## config.mk

```make
export PLATFORM = sky130hd
export DESIGN_NAME = masked_pipe_adder_flat
export DESIGN_NICKNAME = d
export VERILOG_FILES = /design/src/rtl/masked_pipe_adder_pkg.sv /design/src/rtl/masked_pipe_adder_if.sv /design/src/rtl/masked_pipe_adder_dom_and.sv /design/src/rtl/masked_pipe_adder.sv /design/src/flat_wrapper.sv
export SDC_FILE = /design/constraint.sdc
export NUM_CORES = 1
export LEC_CHECK = 0
export CORE_UTILIZATION = 35
export DETAILED_ROUTE_END_ITERATION = 8
export PLACE_DENSITY = 0.6
export SLEW_MARGIN = 10
export SYNTH_ARGS = -nofsm -noshare
export SYNTH_HDL_FRONTEND = slang
export SYNTH_HIERARCHICAL = 1
export SYNTH_SLANG_ARGS = --single-unit
```

## constraint.sdc

```tcl
create_clock -name clk -period 1.6 [get_ports clk]
set_input_delay 0.32 -clock clk [delete_from_list [all_inputs] [get_ports clk]]
set_output_delay 0.32 -clock clk [all_outputs]
set_load 0.02 [all_outputs]
```

## src/rtl/masked_pipe_adder_pkg.sv

```systemverilog
// Shared definitions for the masked adder datapath: share-pair type,
// parameter legality and the mapping of fresh-randomness bits to gadgets.
package masked_pkg;

  // One logical bit carried as two Boolean shares: bit = s[0] ^ s[1].
  typedef logic [1:0] share_t;

  function automatic bit width_ok(input int w);
    return (w >= 2) && (w <= 32);
  endfunction

  // Stage-0 generate gadget for bit k.
  function automatic int g_rnd_idx(input int k);
    return k;
  endfunction

  // Carry gadget of stage k (1..w); sits above the w generate bits.
  function automatic int c_rnd_idx(input int w, input int k);
    return w + k - 1;
  endfunction

endpackage

```

## src/rtl/masked_pipe_adder_if.sv

```systemverilog
// Operand/result bundle of the masked adder; the block itself is the slave.
interface masked_pipe_adder_if #(parameter int WIDTH = 4);
  logic               in_valid;
  logic               sub;
  logic [WIDTH-1:0]   a0, a1, b0, b1;
  logic [2*WIDTH-1:0] rnd;
  logic               out_valid;
  logic [WIDTH:0]     s0, s1;
  logic               busy;

  modport master (output in_valid, sub, a0, a1, b0, b1, rnd,
                  input  out_valid, s0, s1, busy);
  modport slave  (input  in_valid, sub, a0, a1, b0, b1, rnd,
                  output out_valid, s0, s1, busy);
endinterface

```

## src/rtl/masked_pipe_adder_dom_and.sv

```systemverilog
// First-order DOM-indep AND gadget. The four partial products are registered
// separately so domains only meet after a register; z is the per-domain
// compression that the consuming stage folds into its own logic.
module masked_dom_and import masked_pkg::*; (
  input  logic   clk,
  input  logic   rst,
  input  logic   en,
  input  share_t x,
  input  share_t y,
  input  logic   r,
  output share_t z
);

  logic t00, t11, t01, t10;

  // Capture inner-domain and refreshed cross-domain products; hold on bubbles.
  always_ff @(posedge clk) begin
    if (rst) begin
      t00 <= 1'b0;
      t11 <= 1'b0;
      t01 <= 1'b0;
      t10 <= 1'b0;
    end else if (en) begin
      t00 <= x[0] & y[0];
      t11 <= x[1] & y[1];
      t01 <= (x[0] & y[1]) ^ r;
      t10 <= (x[1] & y[0]) ^ r;
    end
  end

  assign z = {t11 ^ t10, t00 ^ t01};

endmodule

```

## src/rtl/masked_pipe_adder.sv

```systemverilog
// Bit-serial pipelined masked adder/subtractor. Stage 0 captures propagate
// shares and all generate gadgets; stage k resolves sum bit k-1 and carry k
// with one DOM gadget; a final register exposes the shares. Every result
// stays split into two shares from input to output.
module masked_pipe_adder import masked_pkg::*; #(
  parameter int WIDTH = 4
) (
  input logic             clk,
  input logic             rst,
  masked_pipe_adder_if.slave bus
);

  // 0: capture, 1..WIDTH: carry stages, WIDTH+1: output register
  localparam int STAGES = WIDTH + 1;

  if (!width_ok(WIDTH)) begin : g_bad_width
    $error("masked_pipe_adder: WIDTH must be in 2..32");
  end

  logic [STAGES:0] vld_pipe;

  // Valid bits march one stage per cycle; reset flushes everything in flight.
  always_ff @(posedge clk) begin
    if (rst) vld_pipe <= '0;
    else     vld_pipe <= {vld_pipe[STAGES-1:0], bus.in_valid};
  end

  assign bus.out_valid = vld_pipe[STAGES];
  assign bus.busy      = |vld_pipe;

  // ---- stage 0 ------------------------------------------------------------
  // Subtract inverts only share 0 of b, which inverts b itself.
  logic [1:0][WIDTH-1:0] bp;
  assign bp[0] = bus.sub ? ~bus.b0 : bus.b0;
  assign bp[1] = bus.b1;

  logic [1:0][WIDTH-1:0] p0_q;
  logic [1:0][WIDTH-1:0] g0_z;
  share_t                c0_q;

  // Propagate shares are linear, so each domain is formed on its own.
  always_ff @(posedge clk) begin
    if (rst) begin
      p0_q <= '0;
      c0_q <= '0;
    end else if (bus.in_valid) begin
      p0_q[0] <= bus.a0 ^ bp[0];
      p0_q[1] <= bus.a1 ^ bp[1];
      c0_q    <= {1'b0, bus.sub};
    end
  end

  for (genvar k = 0; k < WIDTH; k++) begin : g_gen
    share_t z;
    masked_dom_and u_and (
      .clk (clk),
      .rst (rst),
      .en  (bus.in_valid),
      .x   ({bus.a1[k], bus.a0[k]}),
      .y   ({bp[1][k], bp[0][k]}),
      .r   (bus.rnd[g_rnd_idx(k)]),
      .z   (z)
    );
    assign g0_z[0][k] = z[0];
    assign g0_z[1][k] = z[1];
  end

  // ---- carry stages 1..WIDTH ----------------------------------------------
  // Stage k consumes bit 0 of the forwarded p/g vectors and passes the rest
  // on shifted down, so every stage reads the same bit position.
  for (genvar k = 1; k <= WIDTH; k++) begin : g_stg
    logic [1:0][WIDTH-k:0] p_src, g_src;
    logic [1:0][k-1:0]     s_nxt, s_q;
    share_t                p_in, g_in, c_in, s_bit, c_z, cg_q;
    logic                  en;

    assign en = vld_pipe[k-1];

    if (k == 1) begin : g_head
      assign p_src = p0_q;
      assign g_src = g0_z;
      assign c_in  = c0_q;
    end else begin : g_body
      assign p_src = g_stg[k-1].g_fwd.p_q;
      assign g_src = g_stg[k-1].g_fwd.g_q;
      assign c_in  = g_stg[k-1].cg_q ^ g_stg[k-1].c_z;
    end

    assign p_in  = {p_src[1][0], p_src[0][0]};
    assign g_in  = {g_src[1][0], g_src[0][0]};
    assign s_bit = p_in ^ c_in;

    if (k == 1) begin : g_s_head
      assign s_nxt = s_bit;
    end else begin : g_s_body
      assign s_nxt[0] = {s_bit[0], g_stg[k-1].s_q[0]};
      assign s_nxt[1] = {s_bit[1], g_stg[k-1].s_q[1]};
    end

    // p & c gadget; its compressed output joins g in the next stage.
    masked_dom_and u_and (
      .clk (clk),
      .rst (rst),
      .en  (en),
      .x   (p_in),
      .y   (c_in),
      .r   (bus.rnd[c_rnd_idx(WIDTH, k)]),
      .z   (c_z)
    );

    // Sum bits accumulate, g_(k-1) waits alongside its gadget terms.
    always_ff @(posedge clk) begin
      if (rst) begin
        s_q  <= '0;
        cg_q <= '0;
      end else if (en) begin
        s_q  <= s_nxt;
        cg_q <= g_in;
      end
    end

    if (k < WIDTH) begin : g_fwd
      logic [1:0][WIDTH-k-1:0] p_q, g_q;

      // Forward the not-yet-consumed propagate/generate bits.
      always_ff @(posedge clk) begin
        if (rst) begin
          p_q <= '0;
          g_q <= '0;
        end else if (en) begin
          p_q[0] <= p_src[0][WIDTH-k:1];
          p_q[1] <= p_src[1][WIDTH-k:1];
          g_q[0] <= g_src[0][WIDTH-k:1];
          g_q[1] <= g_src[1][WIDTH-k:1];
        end
      end
    end
  end

  // ---- output register ----------------------------------------------------
  share_t          c_out;
  logic [WIDTH:0]  s0_q, s1_q;

  assign c_out = g_stg[WIDTH].cg_q ^ g_stg[WIDTH].c_z;

  // Results load only on a valid slot; shares hold through bubbles.
  always_ff @(posedge clk) begin
    if (rst) begin
      s0_q <= '0;
      s1_q <= '0;
    end else if (vld_pipe[WIDTH]) begin
      s0_q <= {c_out[0], g_stg[WIDTH].s_q[0]};
      s1_q <= {c_out[1], g_stg[WIDTH].s_q[1]};
    end
  end

  assign bus.s0 = s0_q;
  assign bus.s1 = s1_q;

endmodule

```

## src/flat_wrapper.sv

```systemverilog
// flat-port wrapper written by rule: the top's interface ports become plain ports
module masked_pipe_adder_flat import masked_pkg::*;
#(
  parameter int WIDTH = 4
)
  (clk, rst, bus_in_valid, bus_sub, bus_a0, bus_a1, bus_b0, bus_b1, bus_rnd, bus_out_valid, bus_s0, bus_s1, bus_busy);
  masked_pipe_adder_if #(.WIDTH(WIDTH)) bus_i ();
  input logic clk;
  input logic rst;
  input wire logic [$bits(bus_i.in_valid)-1:0] bus_in_valid;
  input wire logic [$bits(bus_i.sub)-1:0] bus_sub;
  input wire logic [$bits(bus_i.a0)-1:0] bus_a0;
  input wire logic [$bits(bus_i.a1)-1:0] bus_a1;
  input wire logic [$bits(bus_i.b0)-1:0] bus_b0;
  input wire logic [$bits(bus_i.b1)-1:0] bus_b1;
  input wire logic [$bits(bus_i.rnd)-1:0] bus_rnd;
  output wire logic [$bits(bus_i.out_valid)-1:0] bus_out_valid;
  output wire logic [$bits(bus_i.s0)-1:0] bus_s0;
  output wire logic [$bits(bus_i.s1)-1:0] bus_s1;
  output wire logic [$bits(bus_i.busy)-1:0] bus_busy;
  assign bus_i.in_valid = bus_in_valid;
  assign bus_i.sub = bus_sub;
  assign bus_i.a0 = bus_a0;
  assign bus_i.a1 = bus_a1;
  assign bus_i.b0 = bus_b0;
  assign bus_i.b1 = bus_b1;
  assign bus_i.rnd = bus_rnd;
  assign bus_out_valid = bus_i.out_valid;
  assign bus_s0 = bus_i.s0;
  assign bus_s1 = bus_i.s1;
  assign bus_busy = bus_i.busy;
  masked_pipe_adder #(.WIDTH(WIDTH)) u_core (.clk(clk), .rst(rst), .bus(bus_i));
endmodule
```

==> flow_summary.rst, run 1 <==
.. list-table::
   :header-rows: 1

   * - Metric
     - Value
   * - Outcome
     - finished, final reports clean
   * - Slowest CP cell
     - sky130_fd_sc_hd__dfxtp_2
   * - Critical Path Fanout Max
     - 2
   * - Met3 demand-to-capacity share in global routing
     - 4.07%
   * - Cell type with the highest aggregate area in the netlist
     - sky130_fd_sc_hd__dfxtp_1
   * - Post-DR vias/cell
     - 4.78
   * - Data arrival at the endpoint of the critical path
     - 1.24 ns
   * - Final HPWL from detailed placement
     - 5990 um
   * - Die outline area
     - 13900 um^2
   * - Most used flip-flop cell after synthesis
     - sky130_fd_sc_hd__dfxtp_1
   * - H-tree Lvls
     - 3
   * - Die X
     - 118 um
   * - Count of routing violations after the opening detailed-route iteration
     - 181
   * - Maximum count of clock buffers along a single path
     - 2
   * - N_diodes
     - 0
   * - Cell types occupying the most area after synthesis
     - sky130_fd_sc_hd__dfxtp_1 (46%), sky130_fd_sc_hd__mux2i_1 (11%), sky130_fd_sc_hd__nor2_1 (6.2%)
   * - RSZ-0062 raised after global routing
     - yes
   * - Die Y
     - 118 um
   * - Share of the yosys chip area belonging to registers
     - 46.3%
   * - Clock latency on the worst-skew pair
     - 0.35 ns
   * - Worst R2R End
     - u_core/g_stg[3].u_and/t10
   * - Final-report hold violation count
     - 0
   * - Peak-usage layer in the global routing report
     - met2
   * - Most common cell in the netlist
     - sky130_fd_sc_hd__dfxtp_1
   * - Floorplan row count
     - 42
   * - Syn Std Cell Area
     - 4710 um^2
   * - Weighted congestion at the end of routability-driven global placement
     - 0.778
   * - Final Max Slew Viols
     - 0
   * - Power density over cell area
     - 971 nW/um^2
   * - Share of synthesized flip-flops with an asynchronous set or reset
     - 0%
   * - Clock transition at path regs
     - 0.07 ns
   * - Worst path cell trace
     - nor4_4, nand2_1, buf_4
   * - Area growth, synth to finish
     - 21.5%
   * - Clk root buf
     - sky130_fd_sc_hd__clkbuf_16
   * - Number of buffers added by the clock tree synthesis step
     - 9
   * - Post-route antenna net violation count
     - 0
   * - Fraction of met1 tracks used by global routing
     - 18.4%
   * - Part of the total power dissipated in combinational logic
     - 9.7%
   * - Achievable clock frequency
     - 641 MHz
   * - Setup violators final
     - 0
   * - Floorplan core area
     - 13200 um^2
   * - Warning count from the yosys run
     - 6
   * - Final Core Density
     - 43.4%
   * - CTS sink cnt
     - 109
   * - CTS Hold Bufs
     - 0
   * - Number of antenna violations at the first check in global routing
     - 0
   * - Number of cells traversed by the worst register-to-register path
     - 4
   * - Placed instance count
     - 680
   * - Number of cells produced by synthesis
     - 468
   * - CP delay by family, top
     - simple AND/OR/NAND/NOR gates
   * - Largest stage delay, worst path
     - 0.35 ns
   * - Count of state elements after synthesis
     - 109
   * - Yosys top cell area share
     - 46.3%
   * - Crit Path Category
     - register to primary output
   * - Buffers & Inverters on Critical Path
     - 1
   * - Required @ worst endpoint
     - 1.28 ns
   * - Time the final worst path needs with I/O delays and setup
     - 1.56 ns
   * - Overflow after GRT
     - 0
   * - Pin count of the biggest net entering global routing
     - 56
   * - Reported net switching power
     - 1.31 mW
   * - Worst hold path stage count
     - 2
   * - Endpoint type of the worst setup path
     - primary output
   * - Crit path setup slack, layout
     - 0.0399 ns
   * - Worst min-delay path class
     - input pin to register
   * - Tot GR Track Use
     - 13.3%
   * - Synth top cells by count
     - sky130_fd_sc_hd__dfxtp_1 (109), sky130_fd_sc_hd__nor2_1 (78), sky130_fd_sc_hd__mux2i_1 (54)
   * - Total Negative Setup Slacks
     - 0 ns
   * - Clock tree from TritonCTS
     - built
   * - Endpoint, Worst Hold
     - u_core/g_gen[1].u_and/t00
   * - P_int
     - 4.25 mW
   * - Minimum setup slack among reg-to-reg paths
     - 0.10 ns
   * - Setup Slack @ Placement
     - -0.161 ns
   * - Number of enable-type register cells in the synthesized netlist
     - 0
   * - Port-buffer cells
     - 39
   * - Number of distinct library cell variants in the gate-level netlist after synthesis
     - 24
   * - Static leakage
     - 2.22 nW
   * - First-pass GRT wire length
     - 15000 um
   * - Met2 routing resource usage after global routing
     - 19.7%
   * - Number of search-and-repair iterations in the first detailed-routing pass
     - 4
   * - Crit path depth
     - 3
   * - Sequential power share
     - 51.3%
   * - Share of layout cells above drive strength 1
     - 13.6%
   * - Final total power
     - 5.56 mW
   * - Mean cell area of the mapped netlist
     - 10.1 um^2
   * - Worst-case vdd ir drop
     - 0.000641 V
   * - Launch instance of the worst min-delay path
     - rst
   * - Total number of vias
     - 3337
   * - Number of ports placed on the die boundary
     - 40
   * - Switching fraction of total power
     - 23.6%
   * - Number of global-route vias before repair
     - 3053
   * - Total Wirelength
     - 8680 um
   * - Number of DRC violations after detailed routing
     - 0
   * - Worst clock skew on the final layout
     - 0.00650 ns
   * - Effective utilization at floorplan
     - 35.7%
   * - Startpoint of the most critical register-to-register path
     - u_core/g_stg[2].u_and/t00
   * - Post-route fraction of the period consumed by the critical path
     - 97.5%
   * - Final Net Count
     - 545
   * - Detailed-route wire length per cell
     - 12.4 um
   * - Non-Filler Instances
     - 698
   * - Portion of total power attributed to the clock network
     - 39.0%
   * - Max-cap check violation count
     - 0
   * - Critical Path Start Type
     - register
[through the flow]
step	hold slack (ns)	area, um^2
detailed placement	0.469	5400
finish	0.276	5730
global placement	0.462	5400
floorplan	0.389	4720
CTS	0.272	5690
global route	0.282	5730
[cell families after synthesis]
kind of cell           after synthesis  share of synthesized area [%]
XOR/XNOR                            33                           6.77
multiplexers                        54                           11.5
other                                1                         0.0796
AO/OA/AOI/OAI                       49                           9.77
AND/OR/NAND/NOR                    198                           22.7
flip-flops                         109                           46.3
buffers and inverters               24                           2.92
[power by group through the flow]
stage,combinational [mW],clock (mW),sequential [mW]
finish,0.540,2.17,2.85
global placement,0.527,0,2.91
global route,0.592,2.36,2.86
floorplan,0.317,0,2.90
CTS,0.539,2.25,2.85
detailed placement,0.538,0,2.91
[layer usage]
metal	vias up	wire, um
met5	-	0
met4	0	93
met3	8	292
met2	45	3760
met1	1560	4530
li1	1724	-
[cell type report]
| class | count | area (um^2) |
|---|---|---|
| clock buffer | 12 | 267 |
| clock inverter | 4 | 30.0 |
| fill | 1265 | 7460 |
| multi-input combinational | 337 | 2430 |
| sequential | 109 | 2180 |
| tap | 176 | 220 |
| timing repair buffer | 60 | 596 |
[placed cells by master (no fill, tap or decap), drive strengths merged]
cell type      count
buf               23
clkinvlp           1
nand3             16
mux2i             54
dfxtp            109
dlymetal6s2s       1
a21oi             16
xnor2              7
inv                1
a2111oi           16
nor2              78
clkinv             2
conb               3
nor3b             20
xor2              26
nand2             27
nor3              10
nor4               1
a211oi             7
clkbuf            12
and4              16
dlygate4sd2       10
nor2b             14
a211o             10
nand2b            16
clkdlybuf4s50     26
[registers in the layout, indices dropped and copies added (netlist names)]
register	flops
u_core/g_gen.u_and/t10	4
u_core/g_stg.u_and/t00	4
u_core/bus.s1	5
u_core/g_stg.p_src	6
u_core/bus.s0	5
u_core/g_gen.u_and/t11	4
u_core/g_stg.cg_q	8
u_core/vld_pipe	6
u_core/g_gen.u_and/t01	4
u_core/g_gen.u_and/t00	4
u_core/g_stg.g_fwd.p_q	12
u_core/g_stg.s_q	20
u_core/g_stg.g_fwd.g_q	12
u_core/g_stg.u_and/t10	4
u_core/g_stg.p_in	2
u_core/c0_q	1
u_core/g_stg.u_and/t01	4
u_core/g_stg.u_and/t11	4
[worst max path at each step]
stage / startpoint / endpoint / slack, ns
floorplan: u_core/vld_pipe[1] / bus_busy / 0.12
global placement: bus_sub / u_core/g_gen[1].u_and/t10 / -0.11
detailed placement: bus_sub / u_core/g_gen[3].u_and/t10 / -0.16
CTS: u_core/bus.s0[4] / bus_s0[4] / 0.0008
global route: u_core/vld_pipe[5] / bus_busy / -0.006
finish: u_core/vld_pipe[5] / bus_busy / 0.04
[repair_timing]
item | 4_1_cts | 5_1_grt
setup buffers | 0 | 2
gates resized for setup | 16 | 5
pin swaps | 0 | 3
setup endpoints to repair | 12 | 4
Note: power is estimated with default switching activity, not from simulation.
==> run 2: changes to the inputs <==
- CORE_ASPECT_RATIO: not set -> 0.8
==> flow_summary.rst, run 2 (synthesized netlist as in run 1, its figures left out) <==
.. list-table::
   :header-rows: 1

   * - Metric
     - Value
   * - Part of the total power dissipated in combinational logic
     - 9.5% (-0.2 points)
   * - Post-route fraction of the period consumed by the critical path
     - 94.2% (-3.3 points)
   * - Clock latency on the worst-skew pair
     - 0.34 ns (about the same)
   * - Port-buffer cells
     - 39 (unchanged)
   * - H-tree Lvls
     - 3 (unchanged)
   * - First-pass GRT wire length
     - 14900 um (-0.83%)
   * - Weighted congestion at the end of routability-driven global placement
     - 0.803 (+3.2%)
   * - Endpoint type of the worst setup path
     - register
   * - Critical Path Start Type
     - register
   * - Clk root buf
     - sky130_fd_sc_hd__clkbuf_16
   * - Pin count of the biggest net entering global routing
     - 54 (-3.6%)
   * - Commonest non-fill, non-tap cell in the layout
     - sky130_fd_sc_hd__dfxtp_1
   * - Clock tree from TritonCTS
     - built
   * - Number of search-and-repair iterations in the first detailed-routing pass
     - 4 (unchanged)
   * - Number of ports placed on the die boundary
     - 40 (unchanged)
   * - Required @ worst endpoint
     - 1.84 ns (+0.56 ns)
   * - Worst clock skew on the final layout
     - 0.00931 ns (+0.00281 ns)
   * - Area of combinational cells with multiple inputs
     - 2430 um^2 (about the same)
   * - Share of layout cells above drive strength 1
     - 13.1% (-0.50 points)
   * - Switching fraction of total power
     - 23.2% (-0.42 points)
   * - Final Max Slew Viols
     - 0 (unchanged)
   * - Reported net switching power
     - 1.30 mW (-1.1%)
   * - Worst hold slack
     - 0.423 ns (+0.147 ns)
   * - Most frequent cells in the layout
     - sky130_fd_sc_hd__dfxtp_1 (109), sky130_fd_sc_hd__nor2_1 (78), sky130_fd_sc_hd__mux2i_1 (54), sky130_fd_sc_hd__nand2_1 (27), sky130_fd_sc_hd__clkdlybuf4s50_1 (26)
   * - Max-cap check violation count
     - 0 (unchanged)
   * - Die Y
     - 106 um (-10%)
   * - Crit Path Category
     - register to register
   * - Final HPWL from detailed placement
     - 6050 um (+1.1%)
   * - Total Wirelength
     - 8630 um (-0.53%)
   * - Register with the highest flop count
     - u_core/g_stg.s_q
   * - Launch instance of the worst min-delay path
     - rst
   * - Effective utilization at floorplan
     - 36.2% (+0.50 points)
   * - Count of fill cells added during filler insertion
     - 1237 (-2.2%)
   * - Clock transition at path regs
     - 0.07 ns (about the same)
   * - Data arrival at the endpoint of the critical path
     - 1.74 ns (+0.50 ns)
   * - Maximum count of clock buffers along a single path
     - 2 (unchanged)
   * - Storage element area
     - 2180 um^2 (about the same)
   * - Setup violators final
     - 0 (unchanged)
   * - Post-route antenna net violation count
     - 0 (unchanged)
   * - Worst min-delay path class
     - input pin to register
   * - Minimum setup slack among reg-to-reg paths
     - 0.09 ns (about the same)
   * - RSZ-0062 raised after global routing
     - no
   * - Count of routing violations after the opening detailed-route iteration
     - 153 (-15%)
   * - Die X
     - 132 um (+12%)
   * - Number of global-route vias before repair
     - 3247 (+6.4%)
   * - Number of DRC violations after detailed routing
     - 0 (unchanged)
   * - Critical Path Fanout Max
     - 4 (+2)
   * - Final Net Count
     - 543 (-0.37%)
   * - Achievable clock frequency
     - 663 MHz (+3.5%)
   * - P_int
     - 4.30 mW (+1.2%)
   * - Power density over cell area
     - 984 nW/um^2 (+1.3%)
   * - Area growth, synth to finish
     - 20.8%
   * - Tot GR Track Use
     - 13.1% (-0.18 points)
   * - N_diodes
     - 0 (unchanged)
   * - Startpoint of the most critical register-to-register path
     - u_core/g_stg[3].u_and/t01
   * - Number of antenna violations at the first check in global routing
     - 0 (unchanged)
   * - Critical path launch point
     - u_core/g_stg[3].u_and/t01
   * - Outcome
     - finished, final reports clean
   * - Number of buffers added by the clock tree synthesis step
     - 9 (unchanged)
   * - Worst-case vdd ir drop
     - 0.000513 V (-20%)
   * - Sequential power share
     - 50.9% (-0.4 points)
   * - Static leakage
     - 2.17 nW (-1.9%)
   * - Portion of total power attributed to the clock network
     - 39.6% (+0.6 points)
   * - CTS sink cnt
     - 109 (unchanged)
   * - Regs by FF count
     - u_core/g_stg.s_q: 20 flops, u_core/g_stg.g_fwd.g_q: 12 flops, u_core/g_stg.g_fwd.p_q: 12 flops
   * - Final-report hold violation count
     - 0 (unchanged)
   * - Largest register FFs
     - 20 (unchanged)
   * - Floorplan core area
     - 13000 um^2 (-1.4%)
   * - Detailed-route wire length per cell
     - 12.4 um (about the same)
   * - Floorplan row count
     - 37 (-12%)
   * - Final Core Density
     - 43.8% (+0.35 points)
   * - Post-DR vias/cell
     - 4.81 (+0.64%)
   * - Die outline area
     - 13900 um^2 (about the same)
   * - Overflow after GRT
     - 0 (unchanged)
   * - Total number of vias
     - 3339 (+0.060%)
   * - Time the final worst path needs with I/O delays and setup
     - 1.51 ns (-0.0528 ns)
run 2: per-stage QoR:
stage	power, mW	std cells	instance area [um^2]	TNS [ns]	setup WS (ns)
after floorplan	3.22	470	4720	0	0.122
after global placement	3.44	679	5380	-0.400	-0.110
after detailed placement	3.45	679	5380	-0.621	-0.162
after CTS	5.67	694	5680	-0.0556	-0.0556
after global routing	5.82	694	5690	0	0.0204
final	5.60	694	5690	0	0.0927
run 2: timing repair:
action                                  in CTS  in global routing
resized for setup                           15                  4
endpoints found under the setup margin      12                  4
hold buffers                                 0                  0
cloned                                       0                  0
pin swaps                                    0                  1
buffers inserted                             0                  0
run 2: area by class of cell:
cell class | instances | area share, %
well taps | 175 | 3.85
clock inverters | 5 | 1.08
flip-flops and latches | 109 | 38.3
repair buffers | 58 | 9.87
multi-input cells | 337 | 42.7
clock buffers | 10 | 4.20
run 2: worst max-delay path, stage by stage (launching register included):
cell and delay (ns):
sky130_fd_sc_hd__dfxtp_1 0.39, sky130_fd_sc_hd__xor2_2 0.22, sky130_fd_sc_hd__xor2_1 0.14, sky130_fd_sc_hd__buf_4 0.17
sky130_fd_sc_hd__and4_1 0.17, sky130_fd_sc_hd__a2111oi_2 0.32
run 2: power groups by stage:
stage / logic, mW / registers, mW / clock network [mW]
2_1_floorplan: 0.317 / 2.90 / 0
5_1_grt: 0.589 / 2.86 / 2.37
3_5_place_dp: 0.539 / 2.91 / 0
6_report: 0.533 / 2.85 / 2.22
4_1_cts: 0.539 / 2.85 / 2.29
3_3_place_gp: 0.527 / 2.91 / 0
run 2: worst paths after layout:
path,end,depth (start not counted)
setup reg to reg,u_core/g_stg[4].u_and/t10,5
setup / recovery,u_core/g_stg[4].u_and/t10,5
hold / removal,u_core/g_gen[2].u_and/t01,3
hold reg to reg,u_core/g_gen[2].u_and/t00,2
run 2: per-layer routing:
| metal | routed length (um) | global-route usage, % | share of wire (%) | up-vias |
|---|---|---|---|---|
| met5 | 0 | 0 | 0 | - |
| met4 | 122 | 5.56 | 1.4 | 0 |
| met3 | 167 | 2.98 | 1.9 | 9 |
| met2 | 4100 | 21.8 | 48 | 27 |
| met1 | 4240 | 16.2 | 49 | 1582 |
| li1 | - | - | - | 1721 |
